[config.mk]
export PLATFORM = sky130hd
export DESIGN_NAME = bit_deser
export DESIGN_NICKNAME = d
export VERILOG_FILES = /design/src/rtl/bit_deser.sv
export SDC_FILE = /design/constraint.sdc
export NUM_CORES = 1
export LEC_CHECK = 0
export CAP_MARGIN = 20
export CORE_ASPECT_RATIO = 1.1
export CORE_MARGIN = 10
export CORE_UTILIZATION = 28
export DETAILED_ROUTE_END_ITERATION = 6
export PLACE_DENSITY = 0.58
export SYNTH_ARGS = -nofsm -noshare
export SYNTH_HDL_FRONTEND = slang
export SYNTH_SLANG_ARGS = --single-unit
export TNS_END_PERCENT = 50
[constraint.sdc]
create_clock -name clk -period 3 [get_ports clk]
set_clock_uncertainty 0.05 [all_clocks]
set_input_delay 0.6 -clock clk [delete_from_list [all_inputs] [get_ports clk]]
set_output_delay 0.6 -clock clk [all_outputs]
set_load 0.02 [all_outputs]
[src/rtl/bit_deser.sv]
// Serial-to-parallel word assembler for the 1-bit mux output. It has a one-word
// holding register with a valid/ready handshake and a sticky overrun flag.
module bit_deser #(
  parameter int WIDTH     = 8,
  parameter bit MSB_FIRST = 1'b1
) (
  input  logic                     clk,
  input  logic                     rst_n,
  input  logic                     bit_in,
  input  logic                     bit_vld,
  output logic [WIDTH-1:0]         word_out,
  output logic                     word_vld,
  input  logic                     word_rdy,
  output logic [$clog2(WIDTH)-1:0] bit_cnt,
  output logic                     overrun,
  input  logic                     ovr_clr
);

  localparam int             CW      = $clog2(WIDTH);
  localparam logic [CW-1:0]  LAST    = CW'(WIDTH - 1);
  localparam logic [0:0]     S_EMPTY = 1'b0;
  localparam logic [0:0]     S_FULL  = 1'b1;

  logic [WIDTH-1:0] r_shift;
  logic [CW-1:0]    r_cnt;
  logic [WIDTH-1:0] r_word;
  logic [0:0]       r_state;
  logic             r_ovr;

  logic [WIDTH-1:0] w_shift_nxt;
  logic             w_complete;
  logic             w_handshake;
  logic             w_drop;

  // NOTE: every always_comb output gets a default first so no path can infer a latch.
  always_comb begin
    w_shift_nxt = r_shift;
    if (MSB_FIRST) w_shift_nxt = {r_shift[WIDTH-2:0], bit_in};
    else           w_shift_nxt = {bit_in, r_shift[WIDTH-1:1]};
  end

  assign w_complete  = bit_vld && (r_cnt == LAST);
  assign w_handshake = (r_state == S_FULL) && word_rdy;
  assign w_drop      = w_complete && (r_state == S_FULL) && !w_handshake;

  // NOTE: state registers use non-blocking assignments so all flops update together.
  always_ff @(posedge clk or negedge rst_n) begin
    if (!rst_n) begin
      r_shift <= '0;
      r_cnt   <= '0;
    end else if (bit_vld) begin
      r_shift <= w_shift_nxt;
      r_cnt   <= w_complete ? '0 : r_cnt + CW'(1);
    end
  end

  // A completed word is taken when the register is empty or is being drained
  // on this same edge; otherwise the new word is dropped and word_out is kept.
  always_ff @(posedge clk or negedge rst_n) begin
    if (!rst_n) begin
      r_state <= S_EMPTY;
      r_word  <= '0;
    end else begin
      case (r_state)
        S_EMPTY: begin
          if (w_complete) begin
            r_word  <= w_shift_nxt;
            r_state <= S_FULL;
          end
        end
        S_FULL: begin
          if (w_handshake && w_complete) r_word  <= w_shift_nxt;
          else if (w_handshake)          r_state <= S_EMPTY;
        end
        default: r_state <= S_EMPTY;
      endcase
    end
  end

  // Set wins over clear when both happen on the same edge.
  always_ff @(posedge clk or negedge rst_n) begin
    if (!rst_n)       r_ovr <= 1'b0;
    else if (w_drop)  r_ovr <= 1'b1;
    else if (ovr_clr) r_ovr <= 1'b0;
  end

  assign word_out = r_word;
  assign word_vld = (r_state == S_FULL);
  assign bit_cnt  = r_cnt;
  assign overrun  = r_ovr;

endmodule

==> report_table.html, run 1 <==
<table>
<tr><th>Metric</th><th>Value</th></tr>
<tr><th colspan="2">Run status</th></tr>
<tr><td>Status</td><td>completed</td></tr>
<tr><th colspan="2">Routing</th></tr>
<tr><td>Routed wire length</td><td>1520 um</td></tr>
<tr><td>Drt wl/cell</td><td>14.5 um</td></tr>
<tr><td>Antenna viol nets, final</td><td>0</td></tr>
<tr><td>Via count</td><td>470</td></tr>
<tr><td>Avg Vias per Cell</td><td>4.48</td></tr>
<tr><td>Drc violations</td><td>0</td></tr>
<tr><td>Number of violations reported at the end of detailed-routing iteration 0</td><td>15</td></tr>
<tr><td>Initial DRT Pass Iterations</td><td>2</td></tr>
<tr><th colspan="2">Timing</th></tr>
<tr><td>Final number of setup-violating endpoints</td><td>0</td></tr>
<tr><td>Setup_tns</td><td>0 ns</td></tr>
<tr><td>Final hold violations</td><td>0</td></tr>
<tr><td>Setup repair after global routing missed its margin</td><td>no</td></tr>
<tr><td>Measured slew at the worst slew-check pin</td><td>0.895 ns</td></tr>
<tr><td>Max-slew violation count</td><td>0</td></tr>
<tr><td>Final critical-path required period</td><td>1.97 ns</td></tr>
<tr><td>Share of the cycle needed by the critical path after routing</td><td>65.7%</td></tr>
<tr><td>Final setup slack of the worst path</td><td>1.03 ns</td></tr>
<tr><td>Highest attainable clock frequency</td><td>507 MHz</td></tr>
<tr><td>Worst slew margin relative to its limit</td><td>40.2%</td></tr>
<tr><th colspan="2">Global routing</th></tr>
<tr><td>Global route total overflow</td><td>0</td></tr>
<tr><td>First-pass GRT wire length</td><td>2500 um</td></tr>
<tr><td>Number of antenna violations at the first check in global routing</td><td>0</td></tr>
<tr><td>Aggregate global-route resource usage</td><td>5.74%</td></tr>
<tr><td>Largest net degree at the start of global routing</td><td>21</td></tr>
<tr><td>Via count of the first global-routing pass</td><td>523</td></tr>
<tr><th colspan="2">Yosys</th></tr>
<tr><td>Synthesis Warnings</td><td>0</td></tr>
<tr><td>Post-Synthesis Net Count</td><td>59</td></tr>
<tr><td>Synthesized instance count</td><td>51</td></tr>
<tr><td>Ranking of synthesized cells by area</td><td>sky130_fd_sc_hd__dfrtp_1, sky130_fd_sc_hd__mux2_4, sky130_fd_sc_hd__mux2_2</td></tr>
<tr><td>Number of synthesized register bits</td><td>20</td></tr>
<tr><td>Synthesized area</td><td>828 um^2</td></tr>
<tr><td>Share of Yosys cell area claimed by the top area cell type</td><td>60.4%</td></tr>
<tr><td>Mean Syn Cell Area</td><td>16.2 um^2</td></tr>
<tr><td>Area leader, netlist</td><td>sky130_fd_sc_hd__dfrtp_1</td></tr>
<tr><td>Post-synth cell types</td><td>13</td></tr>
<tr><td>Sequential cell area fraction in the yosys report</td><td>60.4%</td></tr>
<tr><th colspan="2">Flow run</th></tr>
<tr><td>Reported max-cap violation count</td><td>0</td></tr>
<tr><th colspan="2">Worst setup path</th></tr>
<tr><td>Kind of cell adding the most delay to the critical path</td><td>buffers and inverters</td></tr>
<tr><td>Largest incremental delay on the critical path</td><td>0.62 ns</td></tr>
<tr><td>Worst setup path end</td><td>bit_cnt[0]</td></tr>
<tr><td>Cell with the biggest individual delay on the critical path</td><td>sky130_fd_sc_hd__clkdlybuf4s50_1</td></tr>
<tr><td>Cells along the critical path</td><td>clkdlybuf4s50_1</td></tr>
<tr><td>Worst path buffer plus inverter count</td><td>1</td></tr>
<tr><td>Reg-to-Reg Start</td><td>bit_cnt[0]$_DFFE_PN0P_</td></tr>
<tr><td>Reg2Reg Depth</td><td>5</td></tr>
<tr><td>Worst setup startpoint</td><td>bit_cnt[0]$_DFFE_PN0P_</td></tr>
<tr><td>Crit. path cell count</td><td>1</td></tr>
<tr><td>WP data required</td><td>2.35 ns</td></tr>
<tr><td>Critical path type</td><td>reg -&gt; out</td></tr>
<tr><td>Nature of the critical path endpoint</td><td>output pin</td></tr>
<tr><td>Crit start category</td><td>flop</td></tr>
<tr><td>Largest fanout of any net on the critical path</td><td>4</td></tr>
<tr><td>Critical path data arrival time</td><td>1.32 ns</td></tr>
<tr><td>Reg-to-reg slack, setup</td><td>1.32 ns</td></tr>
<tr><td>Capturing point of the worst reg2reg path</td><td>word_out[3]$_DFFE_PN0P_</td></tr>
<tr><th colspan="2">Layout</th></tr>
<tr><td>Final cell area excluding filler cells</td><td>0.00108 mm^2</td></tr>
<tr><td>Layout cells sized above 1</td><td>34.7%</td></tr>
<tr><td>Fraction of the core area covered by cells at the end of the flow</td><td>38.4%</td></tr>
<tr><td>Commonest non-fill, non-tap cell in the layout</td><td>sky130_fd_sc_hd__dfrtp_1</td></tr>
<tr><td>Ant. Diodes</td><td>0</td></tr>
<tr><td>Leading cell types in the layout, fill and taps excluded</td><td>sky130_fd_sc_hd__dfrtp_1, sky130_fd_sc_hd__clkdlybuf4s50_1, sky130_fd_sc_hd__mux2_2, sky130_fd_sc_hd__mux2_4, sky130_fd_sc_hd__clkbuf_4</td></tr>
<tr><td>Synthesis-to-layout area growth</td><td>30.1%</td></tr>
<tr><td>Fin nets</td><td>81</td></tr>
<tr><th colspan="2">Die</th></tr>
<tr><td>Area of the core</td><td>0.00280 mm^2</td></tr>
<tr><td>Die span in y</td><td>77.0 um</td></tr>
<tr><td>Num rows</td><td>20</td></tr>
<tr><td>Horizontal extent of the die</td><td>71.9 um</td></tr>
<tr><td>Initial cell density of the core</td><td>29.6%</td></tr>
<tr><td>Die Footprint</td><td>0.00554 mm^2</td></tr>
<tr><td>I/O Pins</td><td>19</td></tr>
<tr><th colspan="2">Clocking</th></tr>
<tr><td>Clock insertion delay at the later pin of the skew report</td><td>0.29 ns</td></tr>
<tr><td>Clock input transition at the sequential cells of the worst setup and hold paths</td><td>0.11 ns</td></tr>
<tr><td>TritonCTS buffer count</td><td>3</td></tr>
<tr><td>Number of sinks on the clock net</td><td>20</td></tr>
<tr><td>Number of gates resized after cts</td><td>0</td></tr>
<tr><td>Master cell of the clock root buffer</td><td>sky130_fd_sc_hd__clkbuf_4</td></tr>
<tr><td>Cts hold-fix bufs</td><td>0</td></tr>
<tr><td>Post-CTS setup-driven buffer insertion count</td><td>0</td></tr>
<tr><td>Clock tree from TritonCTS</td><td>done</td></tr>
<tr><td>Maximum number of buffers from clock root to sink</td><td>2</td></tr>
<tr><td>Deepest level of the CTS H-tree</td><td>1</td></tr>
<tr><th colspan="2">Placement</th></tr>
<tr><td>Post-placement setup slack</td><td>0.805 ns</td></tr>
<tr><td>Routability congestion estimate</td><td>0.643</td></tr>
<tr><td>Placement Cell Area</td><td>0.00104 mm^2</td></tr>
<tr><td>Count of port buffers added during placement</td><td>18</td></tr>
<tr><th colspan="2">Pwr</th></tr>
<tr><td>Standby leakage power</td><td>0.482 nW</td></tr>
<tr><td>Power density normalized to cell area</td><td>964 mW/mm^2</td></tr>
<tr><td>Worst IR drop on VDD</td><td>449 uV</td></tr>
<tr><td>Overall power consumption</td><td>1.04 mW</td></tr>
<tr><th colspan="2">Min path</th></tr>
<tr><td>Type of the worst min-delay path</td><td>reg -&gt; reg</td></tr>
</table>
## where the power goes
part | switching [mW] | internal (mW)
Combinational | 0.190 | 0.263
Sequential | 0.0627 | 0.368
Clock | 0.0810 | 0.0740
Total | 0.333 | 0.705
## synthesized netlist by cell type (all sizes together)
cell and count:
buf 2, dfrtp 20, ha 2, inv 2
mux2 17, nand2 3, nand2b 1, nor2 1
nor2b 1, o22ai 2
## layout make-up
type,instances,area [um^2]
clock buffer,4,36.3
fill,284,1730
inverter,2,7.51
multi-input combinational,27,304
sequential,20,500
tap,33,41.3
timing repair buffer,19,188
## per-layer routing
| layer | GRT usage (%) | up-vias | part of all wire [%] |
|---|---|---|---|
| met3 | 3.09 | 2 | 7.8 |
| met4 | 3.49 | 0 | 2.4 |
| li1 | - | 218 | - |
| met1 | 5.65 | 237 | 41 |
| met2 | 9.19 | 13 | 49 |
| met5 | 0 | - | 0 |
## flip-flops by register name, indices dropped and copies added (netlist names)
name	cells
bit_cnt	3
overrun	1
word_vld	1
r_shift	7
word_out	8
## worst min path at each step
stage | start | to | slack (ns) | cells past startpoint
after floorplan | rst_n | bit_cnt[0]$_DFFE_PN0P_ | 0.25 | 0
after global placement | word_out[6]$_DFFE_PN0P_ | word_out[6]$_DFFE_PN0P_ | 0.45 | 1
after detailed placement | word_out[0]$_DFFE_PN0P_ | word_out[0]$_DFFE_PN0P_ | 0.45 | 1
after CTS | word_out[2]$_DFFE_PN0P_ | word_out[2]$_DFFE_PN0P_ | 0.48 | 1
after global routing | word_out[2]$_DFFE_PN0P_ | word_out[2]$_DFFE_PN0P_ | 0.48 | 1
final | word_out[2]$_DFFE_PN0P_ | word_out[2]$_DFFE_PN0P_ | 0.47 | 1
## kinds of logic (layout without fill, tap and decap cells)
logic type	after synthesis	after routing	synth area share, %
adder cells (fa/ha/maj)	2	2	3.02
buffers and inverters	4	25	2.87
AO/OA/AOI/OAI	2	2	1.51
flip-flops	20	20	60.4
multiplexers	17	17	26.7
AND/OR/NAND/NOR	6	6	5.44
## through the flow
| step | hold slack, ns | cells |
|---|---|---|
| 2_1_floorplan | 0.254 | 51 |
| 3_3_place_gp | 0.454 | 101 |
| 3_5_place_dp | 0.447 | 101 |
| 4_1_cts | 0.478 | 105 |
| 5_1_grt | 0.481 | 105 |
| 6_report | 0.469 | 105 |
## worst reg2reg max path: cells and delay by family (launching register included)
family	cells	cell delay, ns
and+or+nand+nor	2	0.43
DFF	1	0.40
adders and majority gates	2	0.37
muxes	1	0.34
Note: power is estimated with default switching activity, not from simulation.
==> run 2: changes to the inputs <==
--- a/config.mk
+++ b/config.mk
@@ -10,7 +10,7 @@
 export CORE_MARGIN = 10
 export CORE_UTILIZATION = 28
 export DETAILED_ROUTE_END_ITERATION = 6
-export PLACE_DENSITY = 0.58
+export PLACE_DENSITY = 0.59
 export SYNTH_ARGS = -nofsm -noshare
 export SYNTH_HDL_FRONTEND = slang
 export SYNTH_SLANG_ARGS = --single-unit
==> constraint.sdc (replaced) <==
create_clock -name clk -period 1.7 [get_ports clk]
set_clock_uncertainty 0.05 [all_clocks]
set_input_delay 0.34 -clock clk [delete_from_list [all_inputs] [get_ports clk]]
set_output_delay 0.34 -clock clk [all_outputs]
set_load 0.02 [all_outputs]
==> run 2 against run 1 <==
  * Clock power rose to 2.5 times the previous value
  * Sequential share of layout area is 2.8 points lower
  * Sequential power grew 75%
  * Critical endpoint is now word_out[1]$_DFFE_PN0P_
  * Largest cell class unchanged
==> report_table.html, run 2 (same netlist as run 1, synthesis figures left out) <==
<table>
<tr><th>Metric</th><th>Value</th></tr>
<tr><th colspan="2">Timing</th></tr>
<tr><td>Measured slew at the worst slew-check pin</td><td>0.257 ns (-0.638 ns)</td></tr>
<tr><td>Share of the cycle needed by the critical path after routing</td><td>91.0%</td></tr>
<tr><td>Max-slew violation count</td><td>0 (unchanged)</td></tr>
<tr><td>Final setup slack of the worst path</td><td>0.153 ns (-0.875 ns)</td></tr>
<tr><td>Final number of setup-violating endpoints</td><td>0 (unchanged)</td></tr>
<tr><td>Final critical-path required period</td><td>1.55 ns</td></tr>
<tr><td>Setup_tns</td><td>0 ns (unchanged)</td></tr>
<tr><td>Worst slew margin relative to its limit</td><td>82.9% (+43 points)</td></tr>
<tr><td>Final hold violations</td><td>0 (unchanged)</td></tr>
<tr><td>Setup repair after global routing missed its margin</td><td>no</td></tr>
<tr><td>Highest attainable clock frequency</td><td>647 MHz</td></tr>
<tr><th colspan="2">Placement</th></tr>
<tr><td>Routability congestion estimate</td><td>0.674 (+4.8%)</td></tr>
<tr><td>Placement Cell Area</td><td>0.00109 mm^2 (+4.8%)</td></tr>
<tr><td>Count of port buffers added during placement</td><td>18 (unchanged)</td></tr>
<tr><td>Post-placement setup slack</td><td>0.00866 ns (-0.796 ns)</td></tr>
<tr><th colspan="2">Layout</th></tr>
<tr><td>Ant. Diodes</td><td>0 (unchanged)</td></tr>
<tr><td>Synthesis-to-layout area growth</td><td>38.4%</td></tr>
<tr><td>Max reg flops</td><td>8 (unchanged)</td></tr>
<tr><td>Final cell area excluding filler cells</td><td>0.00115 mm^2 (+6.4%)</td></tr>
<tr><td>Commonest non-fill, non-tap cell in the layout</td><td>sky130_fd_sc_hd__dfrtp_1</td></tr>
<tr><td>Fin nets</td><td>86 (+6.2%)</td></tr>
<tr><td>Layout cells sized above 1</td><td>39.0% (+4.2 points)</td></tr>
<tr><td>Fill cell count</td><td>277 (-2.5%)</td></tr>
<tr><td>Leading cell types in the layout, fill and taps excluded</td><td>sky130_fd_sc_hd__dfrtp_1, sky130_fd_sc_hd__mux2_2, sky130_fd_sc_hd__mux2_4, sky130_fd_sc_hd__dlygate4sd2_1</td></tr>
<tr><th colspan="2">Routing</th></tr>
<tr><td>Drt wl/cell</td><td>14.0 um (-3.5%)</td></tr>
<tr><td>Number of violations reported at the end of detailed-routing iteration 0</td><td>22 (+7)</td></tr>
<tr><td>Via count</td><td>481 (+2.3%)</td></tr>
<tr><td>Initial DRT Pass Iterations</td><td>2 (unchanged)</td></tr>
<tr><td>Drc violations</td><td>0 (unchanged)</td></tr>
<tr><td>Avg Vias per Cell</td><td>4.37 (-2.3%)</td></tr>
<tr><td>Routed wire length</td><td>1540 um (+1.1%)</td></tr>
<tr><td>Antenna viol nets, final</td><td>0 (unchanged)</td></tr>
<tr><th colspan="2">Clocking</th></tr>
<tr><td>Deepest level of the CTS H-tree</td><td>1 (unchanged)</td></tr>
<tr><td>Clock tree from TritonCTS</td><td>done</td></tr>
<tr><td>Number of sinks on the clock net</td><td>20 (unchanged)</td></tr>
<tr><td>Post-CTS setup-driven buffer insertion count</td><td>0 (unchanged)</td></tr>
<tr><td>Clock input transition at the sequential cells of the worst setup and hold paths</td><td>0.12 ns (about the same)</td></tr>
<tr><td>Master cell of the clock root buffer</td><td>sky130_fd_sc_hd__clkbuf_4</td></tr>
<tr><td>Clock insertion delay at the later pin of the skew report</td><td>0.30 ns (about the same)</td></tr>
<tr><td>Maximum number of buffers from clock root to sink</td><td>2 (unchanged)</td></tr>
<tr><td>TritonCTS buffer count</td><td>3 (unchanged)</td></tr>
<tr><th colspan="2">Global routing</th></tr>
<tr><td>Largest net degree at the start of global routing</td><td>21 (unchanged)</td></tr>
<tr><td>Aggregate global-route resource usage</td><td>6.01% (+0.27 points)</td></tr>
<tr><td>First-pass GRT wire length</td><td>2610 um (+4.4%)</td></tr>
<tr><td>Number of antenna violations at the first check in global routing</td><td>0 (unchanged)</td></tr>
<tr><td>Via count of the first global-routing pass</td><td>516 (-1.3%)</td></tr>
<tr><td>Global route total overflow</td><td>0 (unchanged)</td></tr>
<tr><th colspan="2">Worst setup path</th></tr>
<tr><td>Worst path buffer plus inverter count</td><td>1 (unchanged)</td></tr>
<tr><td>Critical path type</td><td>reg -&gt; reg</td></tr>
<tr><td>Largest incremental delay on the critical path</td><td>0.38 ns (-0.24 ns)</td></tr>
<tr><td>Critical path data arrival time</td><td>1.69 ns (+0.37 ns)</td></tr>
<tr><td>Crit start category</td><td>flop</td></tr>
<tr><td>Cell with the biggest individual delay on the critical path</td><td>sky130_fd_sc_hd__dfrtp_1</td></tr>
<tr><td>WP data required</td><td>1.85 ns (-0.50 ns)</td></tr>
<tr><td>Largest fanout of any net on the critical path</td><td>8 (+4)</td></tr>
<tr><td>Nature of the critical path endpoint</td><td>flop</td></tr>
<tr><td>Cells along the critical path</td><td>ha_1 &gt; ha_1 &gt; nand2_2 &gt; nor2b_4 &gt; buf_12 &gt; mux2_4</td></tr>
<tr><td>Kind of cell adding the most delay to the critical path</td><td>flip-flops</td></tr>
<tr><td>Critical Path Most Common Cell</td><td>sky130_fd_sc_hd__ha_1</td></tr>
<tr><th colspan="2">Pwr</th></tr>
<tr><td>Power density normalized to cell area</td><td>1670 mW/mm^2 (+73%)</td></tr>
<tr><td>Standby leakage power</td><td>0.600 nW (+25%)</td></tr>
<tr><td>Overall power consumption</td><td>1.91 mW (+84%)</td></tr>
<tr><td>Worst IR drop on VDD</td><td>671 uV (+50%)</td></tr>
<tr><th colspan="2">Die</th></tr>
<tr><td>I/O Pins</td><td>19 (unchanged)</td></tr>
<tr><td>Die Footprint</td><td>0.00554 mm^2 (unchanged)</td></tr>
<tr><td>Initial cell density of the core</td><td>29.6% (unchanged)</td></tr>
<tr><td>Area of the core</td><td>0.00280 mm^2 (unchanged)</td></tr>
<tr><td>Die span in y</td><td>77.0 um (unchanged)</td></tr>
<tr><td>Num rows</td><td>20 (unchanged)</td></tr>
<tr><td>Horizontal extent of the die</td><td>71.9 um (unchanged)</td></tr>
<tr><th colspan="2">Run status</th></tr>
<tr><td>Status</td><td>completed</td></tr>
<tr><th colspan="2">Min path</th></tr>
<tr><td>Type of the worst min-delay path</td><td>in -&gt; async</td></tr>
<tr><th colspan="2">Flow run</th></tr>
<tr><td>Reported max-cap violation count</td><td>0 (unchanged)</td></tr>
</table>
## run 2: changes by cell type in the layout (fill, tap and decap cells not counted)
cell | previous run | this run
sky130_fd_sc_hd__clkdlybuf4s50_1 | 18 | 5
sky130_fd_sc_hd__dlygate4sd2_1 | 0 | 8
sky130_fd_sc_hd__dlymetal6s2s_1 | 0 | 5
sky130_fd_sc_hd__buf_4 | 1 | 5
sky130_fd_sc_hd__buf_12 | 0 | 1
sky130_fd_sc_hd__bufinv_16 | 0 | 1
sky130_fd_sc_hd__clkbuf_8 | 1 | 0
## run 2: layout make-up
class / count / area (um^2) / area share [%]
Clock buffer: 3 / 22.5 / 1.97
Clock inverter: 1 / 30.0 / 2.62
Inverter: 2 / 7.51 / 0.655
Multi-Input combinational cell: 27 / 304 / 26.5
Sequential cell: 20 / 500 / 43.7
Tap cell: 33 / 41.3 / 3.60
Timing Repair Buffer: 24 / 240 / 21.0
## run 2: layer usage
metal	up-vias	GRT usage, %	part of all wire [%]
li1	227	-	-
met1	234	6.88	44
met2	16	8.13	43
met3	4	2.70	9.7
met4	0	5.23	3.2
met5	-	0	0
## run 2: final timing paths
kind                                               from                       to  slack (ns)  cells after the start
worst max-delay path             bit_cnt[1]$_DFFE_PN0P_  word_out[1]$_DFFE_PN0P_        0.15                      6
worst min-delay path                              rst_n   r_shift[3]$_DFFE_PN0P_        0.30                      2
worst max register to register   bit_cnt[1]$_DFFE_PN0P_  word_out[1]$_DFFE_PN0P_        0.15                      6
worst min register to register  word_out[5]$_DFFE_PN0P_  word_out[5]$_DFFE_PN0P_        0.47                      1
max in group asynchronous                         rst_n      overrun$_DFFE_PN0P_        1.09                      2
min in group clk                word_out[5]$_DFFE_PN0P_  word_out[5]$_DFFE_PN0P_        0.47                      1
## run 2: metrics by stage
| step | cells | util [%] | hold WS (ns) |
|---|---|---|---|
| floorplan | 51 | - | -0.00559 |
| global placement | 106 | 38.9 | 0.442 |
| detailed placement | 106 | 38.9 | 0.446 |
| CTS | 110 | 40.4 | 0.307 |
| global route | 110 | 40.9 | 0.301 |
| finish | 110 | 40.9 | 0.304 |
## run 2: what timing repair did
item | in CTS | in global routing
gates resized for setup | 8 | 5
pin swaps | 0 | 0
endpoints found under the setup margin | 8 | 5
hold buffers | 0 | 0
## run 2: power by group
part           leakage [nW]  total, mW  switching (mW)  internal (mW)
sequential            0.245      0.754           0.105          0.650
clock                0.0279      0.391           0.153          0.238
combinational         0.327      0.767           0.342          0.425
==> run 3: changes to the inputs <==
--- a/config.mk
+++ b/config.mk
@@ -10,6 +10,7 @@
 export CORE_MARGIN = 10
 export CORE_UTILIZATION = 28
 export DETAILED_ROUTE_END_ITERATION = 6
+export HOLD_SLACK_MARGIN = 0.06
 export PLACE_DENSITY = 0.59
 export SYNTH_ARGS = -nofsm -noshare
 export SYNTH_HDL_FRONTEND = slang
==> results of run 3 <==
The final DEF is identical to that of run 2; final timing and power are the same.
